===== config.mk =====
export PLATFORM = sky130hd
export DESIGN_NAME = cnt_run_engine
export DESIGN_NICKNAME = d
export VERILOG_FILES = /design/src/rtl/cnt_run_engine.sv
export SDC_FILE = /design/constraint.sdc
export NUM_CORES = 1
export LEC_CHECK = 0
export BUFFER_PORTS_ARGS = -buffer_cell sky130_fd_sc_hd__buf_2
export CAP_MARGIN = 5
export CORE_UTILIZATION = 48
export DETAILED_ROUTE_END_ITERATION = 16
export PLACE_DENSITY = 0.72
export SETUP_SLACK_MARGIN = 0.02
export SLEW_MARGIN = 20
export SYNTH_ARGS = -nofsm -noshare
export SYNTH_HDL_FRONTEND = slang
export SYNTH_SLANG_ARGS = --single-unit

===== constraint.sdc =====
create_clock -name clk -period 2 [get_ports clk]
set_input_delay 0.2 -clock clk [delete_from_list [all_inputs] [get_ports clk]]
set_output_delay 0.2 -clock clk [all_outputs]
set_load 0.005 [all_outputs]

===== src/rtl/cnt_run_engine.sv =====
// Cycle-count worker: on an accepted start it runs for i_num_cnt cycles, then pulses o_done.
// Optional abort input is enabled by defining CNT_ABORT_EN.
module cnt_run_engine #(
  parameter int unsigned CNT_WIDTH = 7
) (
  input  logic                 clk,
  input  logic                 reset_n,
  input  logic                 i_run,
  input  logic [CNT_WIDTH-1:0] i_num_cnt,
`ifdef CNT_ABORT_EN
  input  logic                 i_abort,
`endif
  output logic                 o_idle,
  output logic                 o_running,
  output logic                 o_done,
  output logic [CNT_WIDTH-1:0] o_cnt
);

  typedef enum logic [1:0] {
    S_IDLE = 2'b00,
    S_RUN  = 2'b01,
    S_DONE = 2'b10
  } state_t;

  state_t               r_state;
  state_t               w_state_nxt;
  logic [CNT_WIDTH-1:0] r_cnt;
  logic [CNT_WIDTH-1:0] w_cnt_nxt;
  logic [CNT_WIDTH-1:0] r_num_cnt;
  logic [CNT_WIDTH-1:0] w_num_cnt_nxt;
  logic                 w_abort;
  logic                 w_terminal;

`ifdef CNT_ABORT_EN
  assign w_abort = i_abort;
`else
  assign w_abort = 1'b0;
`endif

  // r_num_cnt is never zero while in S_RUN, so the subtraction cannot underflow.
  assign w_terminal = (r_cnt == (r_num_cnt - 1'b1));

  always_comb begin
    w_state_nxt   = S_IDLE;
    w_cnt_nxt     = '0;
    w_num_cnt_nxt = r_num_cnt;
    case (r_state)
      S_IDLE: begin
        if (i_run && (i_num_cnt != '0)) begin
          w_state_nxt   = S_RUN;
          w_num_cnt_nxt = i_num_cnt;
        end
      end
      S_RUN: begin
        if (w_abort) begin
          w_state_nxt = S_IDLE;
        end else if (w_terminal) begin
          w_state_nxt = S_DONE;
        end else begin
          w_state_nxt = S_RUN;
          w_cnt_nxt   = r_cnt + 1'b1;
        end
      end
      S_DONE:  w_state_nxt = S_IDLE;
      default: w_state_nxt = S_IDLE;
    endcase
  end

  always_ff @(posedge clk or negedge reset_n) begin
    if (!reset_n) begin
      r_state   <= S_IDLE;
      r_cnt     <= '0;
      r_num_cnt <= '0;
    end else begin
      r_state   <= w_state_nxt;
      r_cnt     <= w_cnt_nxt;
      r_num_cnt <= w_num_cnt_nxt;
    end
  end

  always_comb begin
    o_idle    = 1'b0;
    o_running = 1'b0;
    o_done    = 1'b0;
    o_cnt     = '0;
    case (r_state)
      S_IDLE: o_idle = 1'b1;
      S_RUN: begin
        o_running = 1'b1;
        o_cnt     = r_cnt;
      end
      S_DONE:  o_done = 1'b1;
      default: o_idle = 1'b0;
    endcase
  end

endmodule

==> flow_summary.ini <==
[timing]
setup_viol = 0
drv_slew = 0
period_share = 0.867
finalSetupTns_ns = 0
rsz0062_at_grt = no
finalHoldViolations = 0
fmax_mhz = 577
finalClockSkew_ns = 0.00345
period_minus_slack_ns = 1.73
setup_ws_ns = 0.267
worstMarginPinSlew_ns = 0.439
slew_headroom = 0.707

[worst_setup_path]
crit_type = register to register
arrival_ns = 1.91
critical_path_required_ns = 2.18
cp-start-kind = register
worstPathMaxFanout = 7
cp-end-kind = register

[cells_and_area]
syn2layout_area_growth_pct = 19.8
final_core_util = 0.651
fillers = 143
fin_area_mm2 = 0.00104
diodes = 0
multi_input_comb_area_um2 = 455
regArea_um2 = 400
layout-drive-gt1-share = 0.239
nNetsFinal = 122

[placement]
dp_slack_ns = 0.262
place.gp.congestion = 0.771
hpwl_mm = 1.25
port_buffers = 19
placed_cell_area_um2 = 992

[synthesis]
synthCells = 85
synth_edf_count = 0
synth_flop_cell = dfrtp_1
avgSynthCellArea_um2 = 10.2
synth_top_cell_by_area = dfrtp_1
synth_top_area_frac = 0.462
ys_top_cells_by_area = dfrtp_1, xnor2_1, mux2_1, xor2_1, and2_1
synth.distinct_cells = 24
synth_seq_cells = 16
synth_nets = 97
syn-cell-area_um2 = 867
seq_area_frac_synth = 0.462
async_flop_share = 1.00
ys_warn_count = 0

[power]
total_power_mw = 1.42
vdd_drop_max_v = 0.000653
leakagePower_nw = 0.492
power_density_mw_per_mm2 = 1360

[clocking]
cts_buffer_depth = 2
cts_tree = done
cts-resized-gates = 0
clk_pin_slew_ns = 0.09
htreeDepth = 1
numCtsBuffers = 3
clk_latency_ns = 0.29
cts-root-buf = clkbuf_4
clock_sinks = 16

[drt]
final_antenna_net_count = 0
routed.top_layer = met4
drt-vias-per-instance = 5.09
m1WireLength_um = 776
routed_wl_mm = 1.58
wl_per_cell_um = 11.9
drc = 0
dr_wl_met3_um = 58
wl_met2_um = 714
dr_total_vias = 677
drtIter0Drc = 12
drtPass1Iterations = 4

[floorplan]
rows = 14
die_h_um = 44.5
start_util = 0.544
boundaryPins = 20
coreArea_mm2 = 0.00159
die-area_mm2 = 0.00198
die_w_um = 44.5

[global_routing]
grt_usage = 0.207
grt_max_degree = 17
grt_pass1_vias = 681
grt.overflow.total = 0
antenna_found_initial = 0
grt_pass1_wl_mm = 2.90

[job]
cap_violations = 0

[run_status]
status = finished, final reports clean

[worst_hold_path]
hold_class = input port to register
==> sequential cells by signal, summed over array words and instances (netlist names) <==
name / count
r_num_cnt: 7
r_state: 2
r_cnt: 7
==> per-layer routing <==
layer  vias to the layer above  track usage
met5                         -            0
met4                         0        0.109
met3                         4       0.0490
met2                        17        0.324
met1                       317        0.267
li1                        339            -
==> worst max-delay path: stages, from the launching register on <==
cell      delay, ns
dfrtp_1        0.40
inv_1          0.07
ha_1           0.30
xor2_1         0.13
o211ai_1       0.10
a211oi_1       0.24
a41o_2         0.31
nand2b_1       0.08
==> power breakdown <==
group / internal (mW) / switching, mW
Clock: 0.111 / 0.104
Sequential: 0.445 / 0.138
Combinational: 0.310 / 0.309
Total: 0.865 / 0.551
==> stage by stage <==
stage | hold WS [ns] | std cells
after floorplan | -0.0956 | 85
after global placement | 0.131 | 128
after detailed placement | 0.133 | 128
after CTS | 0.128 | 133
after global routing | 0.136 | 133
final | 0.139 | 133
==> final cells by class <==
cell class / instances / share of cell area
tap: 24 / 0.0289
multi-input combinational: 66 / 0.439
sequential: 16 / 0.386
timing repair buffer: 20 / 0.101
clock buffer: 4 / 0.0349
inverter: 3 / 0.0108
==> cell usage after synthesis (all sizes together), types with 2 or more instances <==
library cell / number
a21oi: 2
and2: 7
and3: 2
dfrtp: 16
ha: 2
inv: 3
mux2: 5
nand2: 6
nand2b: 4
nand3: 2
nor2: 10
nor3: 2
nor4: 2
o21ai: 2
xnor2: 8
xor2: 6
==> final timing paths <==
kind,slack [ns],end,start,depth (start not counted)
min,0.14,r_num_cnt[1],i_num_cnt[1],3
min in group asynchronous,0.34,r_cnt[1],reset_n,2
max in group asynchronous,1.39,r_num_cnt[3],reset_n,2
max reg2reg,0.27,r_state[0],r_num_cnt[0],7
max,0.27,r_state[0],r_num_cnt[0],7
min reg2reg,0.53,r_cnt[0],r_cnt[0],1
==> kinds of logic after synthesis <==
group	Yosys count	share of synthesized area
adder cells (fa/ha/maj)	2	0.0289
AND/OR/NAND/NOR	37	0.222
buffers and inverters	3	0.0130
flip-flops	16	0.462
XOR/XNOR	14	0.141
multiplexers	5	0.0649
AO/OA/AOI/OAI	8	0.0678
==> timing repair <==
item / CTS / global route
hold buffers: 1 / 0
setup buffers: 0 / 0
hold endpoints to repair: 16 / 0
==> cell usage in the layout (no fill, tap or decap), types with 3 or more instances in the layout <==
cell type  instances
and2_1             7
buf_2             19
clkbuf_4           3
dfrtp_1           16
inv_1              3
mux2_1             5
nand2_1            6
nand2b_1           4
nor2_1            10
xnor2_1            8
xor2_1             6
Power figures use the tool's default switching activity.
